[src/rtl/host_frame_demux.sv]
// host_frame_demux
// Splits one 64-bit host word stream into three streams for the serial-command
// core: a queued command channel, a pass-through data channel and a registered
// matrix-size config. Each frame is a header word, optionally followed by a
// counted run of data words.
module host_frame_demux #(
   parameter int CMD_W      = 24,
   parameter int CMDQ_DEPTH = 4
) (
   input  logic              clk,
   input  logic              rst,
   input  logic [63:0]       host_in,
   input  logic              host_in_isReady,
   output logic              host_in_canReceive,
   output logic [CMD_W-1:0]  cmd,
   output logic              cmd_hasAny,
   input  logic              cmd_consume,
   output logic [63:0]       in,
   output logic              in_isReady,
   input  logic              in_canReceive,
   output logic [8:0]        config_matrixNumBlocks,
   output logic              err_reservedHdr
);

   localparam int AW = $clog2(CMDQ_DEPTH);

   localparam logic [1:0] HDR_CMD    = 2'b00;
   localparam logic [1:0] HDR_DATA   = 2'b01;
   localparam logic [1:0] HDR_CONFIG = 2'b10;

   typedef enum logic {
      HDR,
      DATA
   } state_t;

   state_t             state;
   state_t             state_nxt;
   logic [15:0]        cnt;
   logic [15:0]        cnt_nxt;

   // Command queue: registered storage, pointers carry one extra wrap bit so
   // that full and empty are distinguishable when the index bits match.
   logic [CMD_W-1:0]   mem [CMDQ_DEPTH];
   logic [AW:0]        wr_ptr;
   logic [AW:0]        rd_ptr;
   logic               q_empty;
   logic               q_full;
   logic               q_push;
   logic               q_pop;

   logic [1:0]         hdr_type;
   logic               can_rx;
   logic               cfg_load;
   logic               rsv_seen;

   assign hdr_type = host_in[63:62];
   assign q_empty  = (wr_ptr == rd_ptr);
   assign q_full   = (wr_ptr[AW] != rd_ptr[AW]) &&
                     (wr_ptr[AW-1:0] == rd_ptr[AW-1:0]);
   assign q_pop    = cmd_consume && !q_empty;

   // Head of queue straight from registers; no path from cmd_consume.
   assign cmd        = q_empty ? '0 : mem[rd_ptr[AW-1:0]];
   assign cmd_hasAny = !q_empty;

   assign host_in_canReceive = can_rx;

   // Next-state decode: header acceptance in HDR, counted pass-through in DATA.
   always_comb begin
      state_nxt  = state;
      cnt_nxt    = cnt;
      can_rx     = 1'b0;
      in         = '0;
      in_isReady = 1'b0;
      q_push     = 1'b0;
      cfg_load   = 1'b0;
      rsv_seen   = 1'b0;
      case (state)
         HDR: begin
            if (rst) begin
               case (hdr_type)
                  // A simultaneous pop frees the slot a full queue needs.
                  HDR_CMD:    can_rx = !q_full || q_pop;
                  // Config only changes when no queued command depends on it.
                  HDR_CONFIG: can_rx = q_empty;
                  default:    can_rx = 1'b1;
               endcase
            end
            if (host_in_isReady && can_rx) begin
               case (hdr_type)
                  HDR_CMD: q_push = 1'b1;
                  HDR_DATA: begin
                     if (host_in[15:0] != 16'd0) begin
                        cnt_nxt   = host_in[15:0];
                        state_nxt = DATA;
                     end
                  end
                  HDR_CONFIG: cfg_load = 1'b1;
                  default:    rsv_seen = 1'b1;
               endcase
            end
         end
         DATA: begin
            in         = host_in;
            in_isReady = host_in_isReady;
            can_rx     = in_canReceive;
            if (host_in_isReady && in_canReceive) begin
               cnt_nxt = cnt - 16'd1;
               if (cnt == 16'd1) begin
                  state_nxt = HDR;
               end
            end
         end
         default: state_nxt = HDR;
      endcase
   end

   // Frame state and remaining data-word count.
   always_ff @(posedge clk or negedge rst) begin
      if (!rst) begin
         state <= HDR;
         cnt   <= 16'd0;
      end else begin
         state <= state_nxt;
         cnt   <= cnt_nxt;
      end
   end

   // Queue pointers; push and pop in one cycle leave occupancy unchanged.
   always_ff @(posedge clk or negedge rst) begin
      if (!rst) begin
         wr_ptr <= '0;
         rd_ptr <= '0;
      end else begin
         if (q_push) begin
            wr_ptr <= wr_ptr + 1'b1;
         end
         if (q_pop) begin
            rd_ptr <= rd_ptr + 1'b1;
         end
      end
   end

   // Queue storage; contents are don't-care while the pointers say empty.
   always_ff @(posedge clk) begin
      if (q_push) begin
         mem[wr_ptr[AW-1:0]] <= host_in[CMD_W-1:0];
      end
   end

   // Matrix-size config register and sticky reserved-header flag.
   always_ff @(posedge clk or negedge rst) begin
      if (!rst) begin
         config_matrixNumBlocks <= 9'd0;
         err_reservedHdr        <= 1'b0;
      end else begin
         if (cfg_load) begin
            config_matrixNumBlocks <= host_in[8:0];
         end
         if (rsv_seen) begin
            err_reservedHdr <= 1'b1;
         end
      end
   end

endmodule

[config.mk]
export PLATFORM = sky130hd
export DESIGN_NAME = host_frame_demux
export DESIGN_NICKNAME = d
export VERILOG_FILES = /design/src/rtl/host_frame_demux.sv
export SDC_FILE = /design/constraint.sdc
export NUM_CORES = 1
export LEC_CHECK = 0
export CAP_MARGIN = 10
export CORE_ASPECT_RATIO = 0.7
export CORE_MARGIN = 5
export CORE_UTILIZATION = 52
export CTS_CLUSTER_SIZE = 12
export DETAILED_ROUTE_END_ITERATION = 8
export HOLD_SLACK_MARGIN = 0.02
export PLACE_DENSITY_LB_ADDON = 0.15
export SETUP_SLACK_MARGIN = 0.1
export SLEW_MARGIN = 15
export SYNTH_ARGS = -nofsm -noshare
export SYNTH_HDL_FRONTEND = slang
export SYNTH_SLANG_ARGS = --single-unit
[constraint.sdc]
create_clock -name clk -period 4.4 [get_ports clk]
set_input_delay 0.44 -clock clk [delete_from_list [all_inputs] [get_ports clk]]
set_output_delay 0.44 -clock clk [all_outputs]
set_load 0.02 [all_outputs]
; Yosys cells after proc, flatten, opt, wreduce, memory -nomap -nowiden
; Memory sizes are Yosys's and may differ from the RTL's.
; Cells that the tools add are included.
[op_classes]
n_bitwise = 1
reduce_logical = 11
eq_ne = 10
add_sub_neg = 3
mux = 29
[op_table]
columns = operator, n
row1 = $mux W16, 4
row2 = $mux W64, 1
row3 = $pmux W16 S2, 1
row4 = $mux W24, 1
row5 = $mux W1, 19
row6 = $eq A16 B1 Y1 const B, 1
row7 = $reduce_bool A16 Y1, 1
row8 = $sub A16 B1 Y16 const B, 1
row9 = $add A3 B1 Y3 const B, 2
row10 = $pmux W1 S2, 3
row11 = $logic_and A1 B1 Y1, 4
row12 = $ne A2 B1 Y1 const B, 2
row13 = $ne A2 B2 Y1 const B, 2
row14 = $reduce_and A4 Y1, 1
row15 = $eq A3 B3 Y1, 1
row16 = $reduce_or A3 Y1, 1
row17 = $eq A2 B1 Y1 const B, 1
row18 = $eq A2 B2 Y1, 1
row19 = $eq A2 B2 Y1 const B, 1
row20 = $logic_not A1 Y1, 2
row21 = $logic_not A2 Y1, 1
row22 = $logic_or A1 B1 Y1, 1
row23 = $ne A1 B1 Y1, 1
row24 = $not A1 Y1, 1
[totals]
ff_bits = 33
mem_bits_rw = 96
input_bits = 69
memories = 1
[memory_table]
columns = memory, depth, word_bits, rd, rd_clocked_by_memory_dff, write_ports, line
row1 = mem, 4, 24, 1, 0, 1, 43  ; logic [CMD_W-1:0] mem [CMDQ_DEPTH];

; Depth between registers and ports, before layout
; Gate-level depths: netlist of the first run.
[logic_depth]
word_depth = 12
depth_mapped = 8
depth_no_buf = 7

; Least setup slack after synthesis of the first run
; OpenSTA, ideal clock, no wires.
[synth_path]
path_type = flip-flop to flip-flop
from = reg rd_ptr[1]
to = mem mem[3][0] (enable)
t_required_ns = 4.016
arrival_ns = 2.073
path_slack_ns = 1.943
path_stages_with_launch = 6
path_cell_list = dfrtp_1 > buf_2 > xor2_1 > o41ai_4 > nor4_2 > and2_1
[synth_via]
elab_chain_cells = 12
[synth_lines]
columns = element, line
row1 = from (decl), 45  ; logic [AW:0] rd_ptr;
row2 = from (signal assigned), 139  ; rd_ptr <= rd_ptr + 1'b1;
row3 = $eq A3 B3 Y1 or $eq A2 B2 Y1 (tied branches), "57, 59"
row4 = $logic_not A1 Y1 or $logic_and A1 B1 Y1 (tied branches), "60, 58"
row5 = $logic_and A1 B1 Y1 or $logic_not A1 Y1 (tied branches), "60, 83"
row6 = $logic_or A1 B1 Y1, 83  ; HDR_CMD: can_rx = !q_full || q_pop;
row7 = $pmux W1 S2 *, 81  ; case (hdr_type)
row8 = $mux W1 *, 80  ; if (rst) begin
row9 = $mux W1 *, 78  ; case (state)
row10 = $logic_and A1 B1 Y1 *, 89  ; if (host_in_isReady && can_rx) begin
row11 = $mux W1 *, 89
row12 = $mux W1 *, 78
row13 = $mux W1 *, 146  ; if (q_push) begin
row14 = $mux W1 (implied by the code) *, 147  ; mem[wr_ptr[AW-1:0]] <= host_in[CMD_W-1:0];
row15 = to (decl), 43
; Mark *: on every way between the ends. The rest lies on a longest branch, timed or not. The select of a mux whose other input is x is not followed.

; Worst setup path in the final report of the first run
[layout_path]
from = in host_in[63]
to = out host_in_canReceive
[layout_via]
elab_chain_cells = 5
[layout_lines]
columns = element, line
row1 = from (decl), 12  ; input logic [63:0] host_in,
row2 = $eq A2 B2 Y1 or $logic_not A2 Y1 (tied branches), 81
row3 = $pmux W1 S2 *, 81
row4 = $mux W1 *, 80
row5 = $mux W1 *, 78
row6 = $pmux W1 S2 *, 78
row7 = to (decl), 14  ; output logic host_in_canReceive,
; Marked as above.

==> run metrics, run 1 <==
initial core utilization 0.525; area leader, netlist edfxtp_1; CTS tree built; setup bufs post-CTS 0; endpoint class of the critical path output port; Die W 139 um; initial antenna violation count 0; Tmin final 3200 ps; # rows 33; Setup CP Type primary input to output port; largest cells by area after synthesis edfxtp_1, dfrtp_1, mux4_2, and2_1, nor2b_1; cell area after synthesis 6070 sq um; Post-synth ARST share 0.256; CP Launch Type primary input; Final setup viols 0; Synth top cells by count edfxtp_1, and2_1, dfrtp_1, nor2b_1, mux4_2; placed wire-length estimate 10100 um; final hold violations 0; worst-path cell chain clkdlybuf4s50_1 -> or3_1 -> o41ai_4 -> o21a_4 -> inv_2 -> clkdlybuf4s50_1; gp weighted congestion 0.823; first-pass GRT wire length 23500 um; Most used DFF post-synth edfxtp_1; vias in the first global route 4366; post-route worst setup slack 1200 ps; RSZ-0062 raised after global routing false; Yosys warnings 0; Fin Setup TNS 0 ps; final wirelength 15100 um; fraction of layout cells with a size suffix above 1 0.136; Fmax 0.312 GHz; critical path's slowest cell clkdlybuf4s50_1; Vias 4235; Power Dens Cells 619 nW/um^2; cell with the most instances after synthesis edfxtp_1; slew margin rel. 0.282; leakage power 3.06 nW; Yosys reg bits 129; largest net degree at the start of global routing 74; CTS-repair resized insts 0; # Max-Cap Violations 0; Power, Total 5.25 mW; Worst Reg-to-Reg Cells 4; H-tree depth 4; Nets 674; DRC violations left 0; Synth top area share 0.475; syn nets 501; post-route antenna net violation count 0; 1st-pass router iterations 5; core box area 11600 sq um; port bufs 169; min-delay worst type primary input to asynchronous set/reset pin; syn_area_per_cell 14.3 sq um; global route total overflow 0; Netlist cell types 65; area grow syn2layout 39.8%; setup slack at placement 1240 ps; initial drt markers 343; clock latency on the worst-skew pair 410 ps; Max clock buf depth 2; Sink Count 129; GRT Total Usage 0.219; status finished, final reports clean; worst endpoint data arrival time 2760 ps; clk_skew 9.08 ps; slew at the pin closest to its max-slew limit 1070 ps; RR Startpoint wr_ptr[1]$_DFFE_PN0P_; Root Driver clkbuf_16; cts hold-fix bufs 0; clock buffer count from CTS 17; Final Max Tran Viols 0; Synth Instances 425; vias per cell 5.51; flop-to-flop setup slack 1700 ps; part of the cycle the worst path needs 0.728; crit-path most repeated cell clkdlybuf4s50_1; Max VDD drop 0.000325 V; Die Height 100 um; Max FO, Critical Path 12; WP data required 3960 ps; Clock transition at path regs 60 ps; sequential fraction of the synthesis area 0.611; crit-path max cell delay 560 ps; RR Endpoint config_matrixNumBlocks[8]$_DFFE_PN0P_; Ports 170; Post-synth EDFFs 96; WL per Instance 19.7 um; Final Util 0.734; ANT cells 0; die area 14000 sq um
[critical path, delay by kind of cell]
kind,cells,cell delay [ps]
compound gates,2,670
buf+inv,3,1210
simple gates,1,430
[cells by family (layout without fill, tap and decap cells)]
logic type,Yosys count,in the layout,synth area share
AND/OR/NAND/NOR,157,157,0.156
flip-flops,129,129,0.611
XOR/XNOR,8,8,0.0128
AO/OA/AOI/OAI,53,53,0.0691
adder cells (fa/ha/maj),7,7,0.0144
multiplexers,35,35,0.109
buffers and inverters,36,222,0.0274
[layer usage]
metal,GRT usage,vias to the layer above,routed length [um]
met5,0,-,0
met3,0.0614,9,1190
met1,0.285,2076,6260
met2,0.369,210,7520
met4,0.0602,0,127
li1,-,1940,-
[where the power goes]
part	internal (mW)	leakage, nW	switching, mW
combinational	1.12	1.53	1.17
clock	0.757	0.281	0.590
sequential	1.46	1.25	0.153
total	3.34	3.06	1.92
[layout make-up]
type / instances / area [sq um]
Timing Repair Buffer: 177 / 1750
Multi-Input combinational cell: 260 / 2200
Tap cell: 157 / 196
Clock buffer: 17 / 425
Inverter: 13 / 48.8
Sequential cell: 129 / 3710
Fill cell: 726 / 3080
Clock inverter: 15 / 156
[sequential cells by signal (all words and copies together) (netlist names)]
signal	count
config_matrixNumBlocks	9
err_reservedHdr	1
cnt	16
mem	96
rd_ptr	3
wr_ptr	3
state	1
[cells in the final DEF (no fill, tap or decap), drive strengths merged, types with 15 or more instances in the layout]
cell / count
dfrtp: 33
nor2b: 27
and2: 70
edfxtp: 96
nor2: 15
clkbuf: 17
clkdlybuf4s50: 168
inv: 23
mux4: 24
[through the flow]
stage,instance area (sq um),instances,hold WS (ps)
3_3_place_gp,7900,736,476
3_5_place_dp,7900,736,481
5_1_grt,8480,768,163
6_report,8480,768,116
2_1_floorplan,6070,425,144
4_1_cts,8480,768,138
[worst max path at each step]
stage / start / end / slack, ps
2_1_floorplan: rd_ptr[1]$_DFFE_PN0P_ / mem[3][0]$_DFFE_PP_ / 1940
3_3_place_gp: host_in[63] / host_in_canReceive / 1280
3_5_place_dp: host_in[63] / host_in_canReceive / 1240
4_1_cts: wr_ptr[1]$_DFFE_PN0P_ / cmd[2] / 1190
5_1_grt: wr_ptr[1]$_DFFE_PN0P_ / cmd[1] / 1040
6_report: host_in[63] / host_in_canReceive / 1200
No activity file was read; power rests on OpenSTA's default activity.
==> run 2: changes to the inputs <==
--- a/config.mk
+++ b/config.mk
@@ -8,7 +8,7 @@
 export CAP_MARGIN = 10
 export CORE_ASPECT_RATIO = 0.7
 export CORE_MARGIN = 5
-export CORE_UTILIZATION = 52
+export CORE_UTILIZATION = 44
 export CTS_CLUSTER_SIZE = 12
 export DETAILED_ROUTE_END_ITERATION = 8
 export HOLD_SLACK_MARGIN = 0.02
==> constraint.sdc (replaced) <==
create_clock -name clk -period 2.7 [get_ports clk]
set_input_delay 0.27 -clock clk [delete_from_list [all_inputs] [get_ports clk]]
set_output_delay 0.27 -clock clk [all_outputs]
set_load 0.02 [all_outputs]
==> run metrics, run 2 (same netlist as run 1, synthesis figures left out) <==
RSZ-0062 raised after global routing true; Vias 4421 (+4.4%); CP Launch Type flip-flop; fraction of layout cells with a size suffix above 1 0.177 (+0.0415); initial drt markers 282 (-18%); number of flip-flops under the largest register name 96 (unchanged); final wirelength 16600 um (+10%); Critical Path Source rd_ptr[0]$_DFFE_PN0P_; final hold violations 0 (unchanged); Worst Reg-to-Reg Cells 8 (+4); combinational share of power 0.443 (+0.007); Die Height 108 um (+7.8%); RR Startpoint rd_ptr[0]$_DFFE_PN0P_; Max clock buf depth 2 (unchanged); clock latency on the worst-skew pair 420 ps (about the same); crit-path max cell delay 550 ps (about the same); Max VDD drop 0.000456 V (+41%); largest net degree at the start of global routing 56 (-24%); clk_skew 8.56 ps (-0.513 ps); clock buffer count from CTS 17 (unchanged); endpoint class of the critical path output port; # Max-Cap Violations 0 (unchanged); Tmin final 2620 ps; clock power share 0.268 (+0.011); DRC violations left 0 (unchanged); status finished, final reports clean; port bufs 169 (unchanged); vias in the first global route 4535 (+3.9%); initial core utilization 0.456 (-0.0691); Clock transition at path regs 60 ps (about the same); core box area 13300 sq um (+15%); part of the cycle the worst path needs 0.970; Power Dens Cells 1020 nW/um^2 (+64%); placed wire-length estimate 11500 um (+14%); critical path's slowest cell clkdlybuf4s50_1; slew margin rel. 0.454 (+0.172); CP Depth 4 (-2); post-route antenna net violation count 0 (unchanged); Max FO, Critical Path 13 (+1); Buf+Inv Stages, Crit Path 2 (-1); Fmax 0.382 GHz; delay-heaviest family, CP buffers and inverters; H-tree depth 4 (unchanged); global route total overflow 0 (unchanged); first-pass GRT wire length 24800 um (+5.7%); Power Internal 5.94 mW (+78%); Sink Count 129 (unchanged); leakage power 3.48 nW (+14%); vias per cell 5.34 (-3.2%); Nets 706 (+4.7%); Net Sw Frac 0.350 (-0.0150); most frequent cells in the layout clkdlybuf4s50_1, edfxtp_1, and2_1, buf_4, dfrtp_1; # rows 35 (+6.1%); min-delay worst type primary input to asynchronous set/reset pin; Root Driver clkbuf_16; area grow syn2layout 48.1%; Fin Setup TNS 0 ps (unchanged); slew at the pin closest to its max-slew limit 811 ps (-262 ps); setup slack at placement -79.5 ps (-1320 ps); commonest non-fill, non-tap cell in the layout clkdlybuf4s50_1; Final setup viols 0 (unchanged); Psw 3.19 mW (+67%); worst endpoint data arrival time 2350 ps (-410 ps); ANT cells 0 (unchanged); Final Max Tran Viols 0 (unchanged); gp weighted congestion 0.843 (+2.5%); sequential share of power 0.289 (-0.019); Setup CP Type flip-flop to output port; CTS tree built; worst-path cell chain buf_12 -> mux4_2 -> nor2b_1 -> clkdlybuf4s50_1; Die W 150 um (+8.1%); WP data required 2430 ps (-1530 ps); post-route worst setup slack 80.9 ps (-1120 ps); die area 16300 sq um (+17%); WL per Instance 20.1 um (+2.3%); Ports 170 (unchanged); 1st-pass router iterations 5 (unchanged); GRT Total Usage 0.204 (-0.0150); initial antenna violation count 0 (unchanged)
[run 2: changes by cell type in the layout (fill, tap and decap cells not counted), moves of 3 or more]
| cell | delta |
|---|---|
| inv_8 | -3 |
| inv_6 | -3 |
| buf_4 | +24 |
| clkdlybuf4s50_1 | -23 |
| bufinv_16 | +4 |
| buf_12 | +6 |
| dlymetal6s2s_1 | +21 |
[run 2: final cells by class]
type,instances,area [sq um]
Clock buffer,18,429
Multi-Input combinational cell,260,2210
Sequential cell,129,3710
Fill cell,968,4330
Timing Repair Buffer,209,2150
Tap cell,185,231
Clock inverter,14,205
Inverter,13,48.8
[run 2: per-layer routing]
metal | GRT usage | vias to the layer above | routed length [um]
met2 | 0.323 | 227 | 7710
met3 | 0.0687 | 25 | 1610
met5 | 0 | - | 0
li1 | - | 2009 | -
met4 | 0.0594 | 0 | 265
met1 | 0.271 | 2160 | 7060
[run 2: final timing paths]
path                                                    end  slack, ps
worst max-delay path                                 cmd[3]         80
worst min-delay path            err_reservedHdr$_DFFE_PN0P_        310
worst max register to register          cnt[12]$_DFFE_PN0P_        400
worst min register to register  err_reservedHdr$_DFFE_PN0P_        480
max in group asynchronous             rd_ptr[0]$_DFFE_PN0P_       2040
min in group clk                err_reservedHdr$_DFFE_PN0P_        480
[run 2: worst reg2reg max path, stage by stage, from the launching register on]
cell      delay [ps]
dfrtp_2          480
xor2_2           210
buf_4            170
o41ai_4          360
buf_4            190
nand3b_1         200
buf_4            180
nor2_1            40
a211oi_1         340
[run 2: power groups by stage]
stage	combinational [mW]	clock [mW]	sequential (mW)
final	4.05	2.44	2.64
after global routing	4.33	2.58	2.67
after CTS	4.01	2.47	2.62
after detailed placement	3.95	0	2.65
after global placement	3.89	0	2.63
after floorplan	2.21	0	2.67
[run 2: stage by stage]
| step | util | cell area [sq um] | hold slack (ps) | power, mW | instances |
|---|---|---|---|---|---|
| 2_1_floorplan | - | 6070 | -25.6 | 4.88 | 425 |
| 3_3_place_gp | 0.616 | 8200 | 477 | 6.52 | 792 |
| 3_5_place_dp | 0.616 | 8200 | 459 | 6.59 | 792 |
| 4_1_cts | 0.666 | 8860 | 319 | 9.11 | 824 |
| 5_1_grt | 0.675 | 8980 | 351 | 9.58 | 828 |
| 6_report | 0.675 | 8980 | 308 | 9.13 | 828 |
[run 2: repair_timing]
| item | 4_1_cts | 5_1_grt |
|---|---|---|
| gates cloned | 0 | 2 |
| setup endpoints to repair | 26 | 24 |
| buffers inserted | 0 | 2 |
| resized for setup | 10 | 22 |
| hold buffers | 0 | 0 |
| pin swaps | 0 | 0 |
